===== config.mk =====
export PLATFORM = sky130hd
export DESIGN_NAME = hl_load_arbiter_flat
export DESIGN_NICKNAME = d
export VERILOG_FILES = /design/src/rtl/hl_load_arbiter_pkg.sv /design/src/rtl/hl_load_arbiter_if.sv /design/src/rtl/hl_load_arbiter_rr_arb2.sv /design/src/rtl/hl_load_arbiter.sv /design/src/flat_wrapper.sv
export SDC_FILE = /design/constraint.sdc
export NUM_CORES = 1
export LEC_CHECK = 0
export ABC_CLOCK_PERIOD_IN_PS = 1600
export CAP_MARGIN = 20
export CORE_ASPECT_RATIO = 1.75
export CORE_MARGIN = 8
export CORE_UTILIZATION = 36
export CTS_CLUSTER_SIZE = 14
export DETAILED_ROUTE_END_ITERATION = 16
export GPL_TIMING_DRIVEN = 0
export PLACE_DENSITY = 0.79
export SETUP_SLACK_MARGIN = 0.02
export SYNTH_ARGS = -nofsm -noshare
export SYNTH_HDL_FRONTEND = slang
export SYNTH_SLANG_ARGS = --single-unit

===== constraint.sdc =====
create_clock -name clk -period 1.6 [get_ports clk]
set_input_delay 0.16 -clock clk [delete_from_list [all_inputs] [get_ports clk]]
set_output_delay 0.16 -clock clk [all_outputs]
set_load 0.1 [all_outputs]

===== src/rtl/hl_load_arbiter_pkg.sv =====
// Shared types and constants for the high/low load arbiter.
package hl_pkg;

   // Width of the completed-word counter.
   localparam int CNT_W = 8;

   // Word-assembly phases: wait for a requester, take the high beat,
   // take the low beat, then flag the finished word for one cycle.
   typedef enum logic [1:0] {
      IDLE = 2'd0,
      HIGH = 2'd1,
      LOW  = 2'd2,
      DONE = 2'd3
   } state_t;

   // Completed-word counter step; wraps naturally from all-ones to zero.
   function automatic logic [CNT_W-1:0] cnt_inc(input logic [CNT_W-1:0] c);
      return c + 1'b1;
   endfunction

endpackage


===== src/rtl/hl_load_arbiter_if.sv =====
// Requester-side handshake bundle: two requesters share one set of
// valid/ready bits, each with its own half-word data bus.
interface hl_load_arbiter_if #(
   parameter int N = 16
);

   logic [1:0]     req_valid;
   logic [N/2-1:0] req_byte0;
   logic [N/2-1:0] req_byte1;
   logic [1:0]     req_ready;

   // Requesters drive valid/data and observe ready.
   modport master (
      output req_valid, req_byte0, req_byte1,
      input  req_ready
   );

   // The arbiter observes valid/data and drives ready.
   modport slave (
      input  req_valid, req_byte0, req_byte1,
      output req_ready
   );

endinterface


===== src/rtl/hl_load_arbiter_rr_arb2.sv =====
// Two-way round-robin chooser: a lone request wins outright, a tie goes
// to the requester that was not served last.
module rr_arb2 (
   input  logic [1:0] req,
   input  logic       last,
   output logic [1:0] gnt
);

   // One-hot grant from the request pair and the last-served index.
   always_comb begin
      // NOTE: every output of a combinational block gets a default first,
      // so no path can leave it unassigned and infer a latch.
      gnt = 2'b00;
      case (req)
         2'b01:   gnt = 2'b01;
         2'b10:   gnt = 2'b10;
         2'b11:   gnt = last ? 2'b01 : 2'b10;
         default: gnt = 2'b00;
      endcase
   end

endmodule


===== src/rtl/hl_load_arbiter.sv =====
// Collects a two-beat word (high half, then low half) from one of two
// requesters and steers it into an external split high/low register.
module hl_load_arbiter
   import hl_pkg::*;
#(
   parameter int N = 16
) (
   input  logic                clk,
   input  logic                reset,
   hl_load_arbiter_if.slave    req,
   input  logic                abort,
   output logic [N/2-1:0]      inh,
   output logic [N/2-1:0]      inl,
   output logic                loadh,
   output logic                loadl,
   output logic                reg_clear,
   output logic                word_valid,
   output logic                word_src,
   output logic [CNT_W-1:0]    word_count
);

   localparam int H = N / 2;

   if ((N % 2) != 0 || N < 4) begin : g_bad_n
      $error("hl_load_arbiter: N must be even and at least 4");
   end

   state_t         state_q, state_d;
   logic           grant_q, grant_d;   // index of the requester owning the word
   logic           last_q,  last_d;    // requester served by the last completed word
   logic [CNT_W-1:0] count_d;
   logic [1:0]     gnt;
   logic [1:0]     ready;
   logic [H-1:0]   beat;

   rr_arb2 u_rr (
      .req  (req.req_valid),
      .last (last_q),
      .gnt  (gnt)
   );

   // Data beat offered by the currently granted requester.
   assign beat          = grant_q ? req.req_byte1 : req.req_byte0;
   assign req.req_ready = ready;
   assign word_src      = grant_q;

   // State, grant, last-served pointer and word counter registers.
   always_ff @(posedge clk) begin
      // NOTE: sequential state uses non-blocking assignments so every
      // register samples pre-edge values regardless of statement order.
      if (reset) begin
         state_q    <= IDLE;
         grant_q    <= 1'b0;
         last_q     <= 1'b1;   // last served = 1, so a tie favours requester 0
         word_count <= '0;
      end else begin
         state_q    <= state_d;
         grant_q    <= grant_d;
         last_q     <= last_d;
         word_count <= count_d;
      end
   end

   // Next-state and strobe generation; abort outranks any transfer and
   // reset forces the outputs to their quiet values combinationally.
   always_comb begin
      state_d    = state_q;
      grant_d    = grant_q;
      last_d     = last_q;
      count_d    = word_count;
      ready      = 2'b00;
      loadh      = 1'b0;
      loadl      = 1'b0;
      inh        = '0;
      inl        = '0;
      reg_clear  = 1'b0;
      word_valid = 1'b0;

      if (abort) begin
         reg_clear = 1'b1;
         state_d   = IDLE;
      end else begin
         case (state_q)
            IDLE: begin
               if (gnt != 2'b00) begin
                  grant_d = gnt[1];
                  state_d = HIGH;
               end
            end
            HIGH: begin
               ready[grant_q] = 1'b1;
               if (req.req_valid[grant_q]) begin
                  loadh   = 1'b1;
                  inh     = beat;
                  state_d = LOW;
               end
            end
            LOW: begin
               ready[grant_q] = 1'b1;
               if (req.req_valid[grant_q]) begin
                  loadl   = 1'b1;
                  inl     = beat;
                  state_d = DONE;
               end
            end
            DONE: begin
               word_valid = 1'b1;
               count_d    = cnt_inc(word_count);
               last_d     = grant_q;
               state_d    = IDLE;
            end
            default: state_d = IDLE;
         endcase
      end

      if (reset) begin
         ready      = 2'b00;
         loadh      = 1'b0;
         loadl      = 1'b0;
         inh        = '0;
         inl        = '0;
         word_valid = 1'b0;
         reg_clear  = 1'b1;
      end
   end

endmodule


===== src/flat_wrapper.sv =====
// flat-port wrapper written by rule: the top's interface ports become plain ports
module hl_load_arbiter_flat import hl_pkg::*;
#(
   parameter int N = 16
)
  (clk, reset, abort, inh, inl, loadh, loadl, reg_clear, word_valid, word_src, word_count, req_req_valid, req_req_byte0, req_req_byte1, req_req_ready);
  hl_load_arbiter_if #(.N(N)) req_i ();
  input  logic clk;
  input  logic reset;
  input  logic abort;
  output logic [N/2-1:0] inh;
  output logic [N/2-1:0] inl;
  output logic loadh;
  output logic loadl;
  output logic reg_clear;
  output logic word_valid;
  output logic word_src;
  output logic [CNT_W-1:0] word_count;
  input wire logic [$bits(req_i.req_valid)-1:0] req_req_valid;
  input wire logic [$bits(req_i.req_byte0)-1:0] req_req_byte0;
  input wire logic [$bits(req_i.req_byte1)-1:0] req_req_byte1;
  output wire logic [$bits(req_i.req_ready)-1:0] req_req_ready;
  assign req_i.req_valid = req_req_valid;
  assign req_i.req_byte0 = req_req_byte0;
  assign req_i.req_byte1 = req_req_byte1;
  assign req_req_ready = req_i.req_ready;
  hl_load_arbiter #(.N(N)) u_core (.clk(clk), .reset(reset), .req(req_i), .abort(abort), .inh(inh), .inl(inl), .loadh(loadh), .loadl(loadl), .reg_clear(reg_clear), .word_valid(word_valid), .word_src(word_src), .word_count(word_count));
endmodule

---- Word-level counts from Yosys, hierarchy flattened ----
Index checks and enable logic that the tools add are counted.
word-level totals
  flip-flop bits (word level) ............. 12
  latch bits .............................. 0
  memory bits (writable) .................. 0
  bits in read-only memories .............. 0
  bits of input ports ..................... 21
  output and inout port bits .............. 31
  logic and storage cells ................. 58
  memories kept ........................... 0
operators by class
  add/subtract/negate cells ............... 1
  $mul .................................... 0
  divide/modulo/power cells ............... 0
  magnitude comparators ................... 2
  equality and inequality tests ........... 9
  shifts and indexed selects .............. 0
  mux-type cells .......................... 33
  bitwise gates (word level) .............. 1
  reductions and logical operators ........ 8
operators with widths
  kind                 number
  $mux 8               8
  $mux 1               15
  $mux 2               7
  $add 8x1->8 const B  1
  $eq 2x2->1 const B   4
  $pmux 2 s4           1
  $ne 2x1->1 const B   3
  $pmux 2 s3           1
  $reduce_and 3->1     2
  $eq 2x1->1 const B   2
  $reduce_or 2->1      2
  $logic_not 2->1      1
  $lt 1x2->1 const B   1
  $reduce_and 2->1     1
  $reduce_bool 2->1    1
  $demux 1 s1          1
  $ge 1x1->1 const B   1
  $logic_and 1x1->1    1
  $not 1->1            1

---- Longest topological paths before layout ----
  depth after elaboration ................. 7
  mapped depth ............................ 5
  mapped depth without buffers ............ 5

---- By module ----
From an unflattened synthesis, not the netlist that was laid out.
unflattened totals
  cell total of the unflattened synthesis .. 108
  area total of the unflattened synthesis .. 850.8 um2
by module, submodules not included
  module           times used  cells each  area an instance (um2)  seq. area each (um2)
  hl_load_arbiter  1           105         832.0                   240.2
  rr_arb2          1           3           18.8                    0.0

---- Least setup slack after synthesis ----
No wires, ideal clock.
  path type ............................... register to output
  start point ............................. reg u_core.grant_q, in the netlist u_core.word_src
  end point ............................... out inh[5]
  data arrival time ....................... 2903 ps
  required time ........................... 1440 ps
  path slack .............................. -1463 ps
  cell stages (with the launch flop) ...... 4
  path buffers ............................ 0
  cell sequence ........................... dfxtp_1 > mux2_2 > nand3_1 > nor2_1
on the way
  word-level cells in the longest chain between the ends .. 6
  elaborated cells on any way between the ends .. 7
  classes of those cells .................. mux: 7
ends and longest elaborated chain
  element                                    line                    source
  from (decl)                                hl_load_arbiter.sv:29   logic grant_q, grant_d;
  from (signal assigned)                     hl_load_arbiter.sv:58   grant_q <= grant_d;
  $mux 1 (not written as such) (2 in a row)  hl_load_arbiter.sv:92   if (req.req_valid[grant_q]) begin
  $mux 8 (*)                                 hl_load_arbiter.sv:92
  $mux 8 (*)                                 hl_load_arbiter.sv:83   case (state_q)
  $mux 8 (*)                                 hl_load_arbiter.sv:79   if (abort) begin
  $mux 8 (*)                                 hl_load_arbiter.sv:116  if (reset) begin
  to (decl)                                  flat_wrapper.sv:11      output logic [N/2-1:0] inh;
Every way passes the cells marked *; elsewhere a longest branch is shown, timed or not. The select of a mux whose other input is x is not followed.

---- Worst setup path after layout ----
  start point ............................. reg u_core.grant_q, in the netlist u_core.word_src
  end point ............................... out loadh
on the way
  word-level cells in the longest chain between the ends .. 6
ends and longest elaborated chain
  element                                    line                    source
  $mux 1 (not written as such) (2 in a row)  hl_load_arbiter.sv:92
  $mux 1                                     hl_load_arbiter.sv:92
  $mux 1                                     hl_load_arbiter.sv:83
  $mux 1                                     hl_load_arbiter.sv:79
  $mux 1                                     hl_load_arbiter.sv:116
  to (decl)                                  flat_wrapper.sv:13      output logic loadh;
Every way passes these cells. The select of a mux whose other input is x is not followed.

==> flow_summary.json <==
{
  "hold_viol": 0,
  "switching_share_pct": 32.49,
  "synth_edf_count": 0,
  "peakVddDrop_uv": 337.8,
  "leakagePower_nw": 0.7561,
  "setup_violations": 17,
  "start_util_pct": 36.85,
  "wirelength_um": 4396,
  "intPower_w": 0.0006602,
  "startpoint_type": "flop",
  "layout-drive-gt1-share_pct": 57.74,
  "drv_slew": 0,
  "grt_pass1_wl_um": 6348,
  "max_freq_mhz": 596.1,
  "first_global_vias": 1200,
  "gp_congestion": 0.7670,
  "p_per_area_nw_per_um2": 474.6,
  "root_buffer": "clkbuf_8",
  "crit_path_end_kind": "output port",
  "synth_seq_area_share_pct": 29.05,
  "h-tree-depth": 1,
  "grt_util_all_layers_pct": 20.11,
  "synthToLayoutAreaGrowth_pct": 149.2,
  "row_count": 23,
  "clock-skew-final_ns": 0.005959,
  "wl_per_cell_um": 22.78,
  "clk_path_buf_depth": 2,
  "syn_avg_cell_area_um2": 8.030,
  "synthTopCellsByArea": "dfxtp_1, mux2i_1, nor2_1, ha_1, a21oi_1",
  "worstReg2RegStart": "u_core.state_q[0]",
  "p_seq_share_pct": 31.5,
  "timing.final.ws_setup_ns": -0.07757,
  "synth.largest_area_cell": "dfxtp_1",
  "mappedNetlistArea_um2": 827.0,
  "clk_pin_slew_worst_paths_ns": 0.06,
  "synth_seq_cells": 12,
  "antenna_found_initial": 0,
  "status": "finished, violations left",
  "grt_max_degree": 11,
  "yosysWarnings": 0,
  "clock_sinks": 12,
  "vias": 1114,
  "min_path_type": "in2reg",
  "rr_endpoint": "u_core.word_count[7]",
  "synthDominantCellAreaShare_pct": 29.05,
  "die_x_um": 52.23,
  "via_per_inst": 5.772,
  "grt_overflow": 0,
  "synth_cell_types": 29,
  "crit_arrival_ns": 1.52,
  "drt-initial-drc-count": 32,
  "r2r_slack_ns": 0.09,
  "ios": 52,
  "cts_buffers": 3,
  "dr.pass1.iters": 4,
  "clock_latency_ns": 0.25,
  "async_reset_ff_share_pct": 0,
  "die_y_um": 79.41,
  "tritoncts": "yes",
  "dieArea_um2": 4147,
  "worstPathRequired_ns": 1.44,
  "worstMarginPinSlew_ns": 0.5649,
  "violations": "setup timing",
  "final_nets": 196,
  "design.core.area_um2": 2245,
  "worstSetupPathType": "reg2out",
  "critPathMaxFanout": 5,
  "timing.final.crit_period_ns": 1.678,
  "portBuffers": 51,
  "comb_power_share_pct": 33.2,
  "ctsHoldBuffers": 0,
  "rsz0062_at_grt": "yes",
  "switchingPower_w": 0.0003177,
  "synth_nets": 130,
  "drc": 0,
  "min_to": "u_core.word_src",
  "whs_ns": 0.4039,
  "antenna-diode-count": 0,
  "drv_cap": 0,
  "final_core_util_pct": 91.81,
  "ant_nets": 0,
  "synthesis.instances": 103,
  "hp-start": "req_req_valid[1]",
  "hpwl_um": 2348,
  "period_share_pct": 104.8,
  "timing.slew.headroom_pct": 62.52,
  "clkPwrFrac_pct": 35.3,
  "whs_path_depth": 3,
  "ys.flop_type": "dfxtp_1",
  "reg2reg_depth": 4
}
[synth_stat cells, drive strengths merged, types with 2 or more instances]
cell	n
nand4	2
a21oi	5
and3	2
nand3	3
or4	3
ha	6
nand2	6
mux2	2
nor2b	2
inv	6
nand3b	3
o31ai	3
dfxtp	12
nor2	25
mux2i	10
[sequential cells by signal (all words and copies together) (netlist names)]
register	count
u_core.word_count	8
u_core.state_q	2
u_core.last_q	1
u_core.word_src	1
[worst max path at each step]
stage                     endpoint  cells past startpoint  slack [ns]       startpoint
after floorplan              loadh                      3       -0.18  u_core.word_src
after global placement      inh[5]                      5       -1.45            abort
after detailed placement    inh[5]                      5       -1.50            abort
after CTS                    loadh                      5       -0.06  u_core.word_src
after global routing        inl[4]                      4       -0.11  u_core.word_src
final                        loadh                      5       -0.08  u_core.word_src
[cell families (layout without fill, tap and decap cells)]
logic type               after synthesis  in the layout  synth area share, %
AO/OA/AOI/OAI                         13             13                10.29
XOR/XNOR                               2              2                2.118
adder cells (fa/ha/maj)                6              6                9.077
buffers and inverters                  8             73                3.781
flip-flops                            12             12                29.05
multiplexers                          12             12                14.83
AND/OR/NAND/NOR                       50             50                30.86
[layout by cell type, fill, tap and decap left out, drive strengths merged, types with 4 or more instances in the layout]
| cell | Yosys | layout |
|---|---|---|
| a21oi | 5 | 5 |
| buf | 1 | 33 |
| clkbuf | 1 | 6 |
| clkdlybuf4s15 | 0 | 8 |
| clkdlybuf4s50 | 0 | 16 |
| dfxtp | 12 | 12 |
| dlygate4sd2 | 0 | 4 |
| ha | 6 | 6 |
| inv | 6 | 5 |
| mux2i | 10 | 10 |
| nand2 | 6 | 6 |
| nor2 | 25 | 25 |
[through the flow]
step / cells / cell area, µm² / power, W / TNS [ns] / setup slack (ns)
final: 193 / 2061 / 0.0009779 / -0.6333 / -0.07757
after global routing: 193 / 2061 / 0.001012 / -1.192 / -0.1130
after CTS: 192 / 2006 / 0.0009330 / -0.1901 / -0.06287
after detailed placement: 179 / 1551 / 0.0005401 / -30.97 / -1.503
after global placement: 179 / 1551 / 0.0005360 / -30.21 / -1.453
after floorplan: 103 / 1010 / 0.0004584 / -2.316 / -0.1824
[critical path, stage by stage, from the launching register on]
cell and delay [ns]:
dfxtp_4 0.38, mux2_4 0.35, nand3_4 0.13, buf_12 0.15, clkinvlp_4 0.09, buf_8 0.17
[power by group through the flow]
stage	logic (W)	clock network [W]	registers, W
6_report	0.000324	0.000346	0.000308
5_1_grt	0.000337	0.000366	0.000309
4_1_cts	0.000288	0.000338	0.000307
3_5_place_dp	0.000228	0	0.000312
3_3_place_gp	0.000224	0	0.000312
2_1_floorplan	0.000137	0	0.000321
[cell type report]
cell class	count	area [µm²]
Clock buffer	4	55.05
Fill cell	80	183.9
Timing Repair Buffer	61	822.0
Inverter	6	31.28
Sequential cell	12	265.3
Tap cell	25	31.28
Multi-Input combinational cell	83	840.8
Buffer	2	15.01
[layer usage]
metal | global-route usage (%) | share of wire (%)
met4 | 8.333 | 3.0
met1 | 20.43 | 37
met3 | 9.888 | 10
met2 | 33.57 | 49
met5 | 0 | 0
[timing repair]
action	CTS	global route
resized for setup	241	14
pin swaps	4	2
setup endpoints to repair	32	26
buffers inserted	8	1
cloned	1	0
Power figures use the tool's default switching activity.
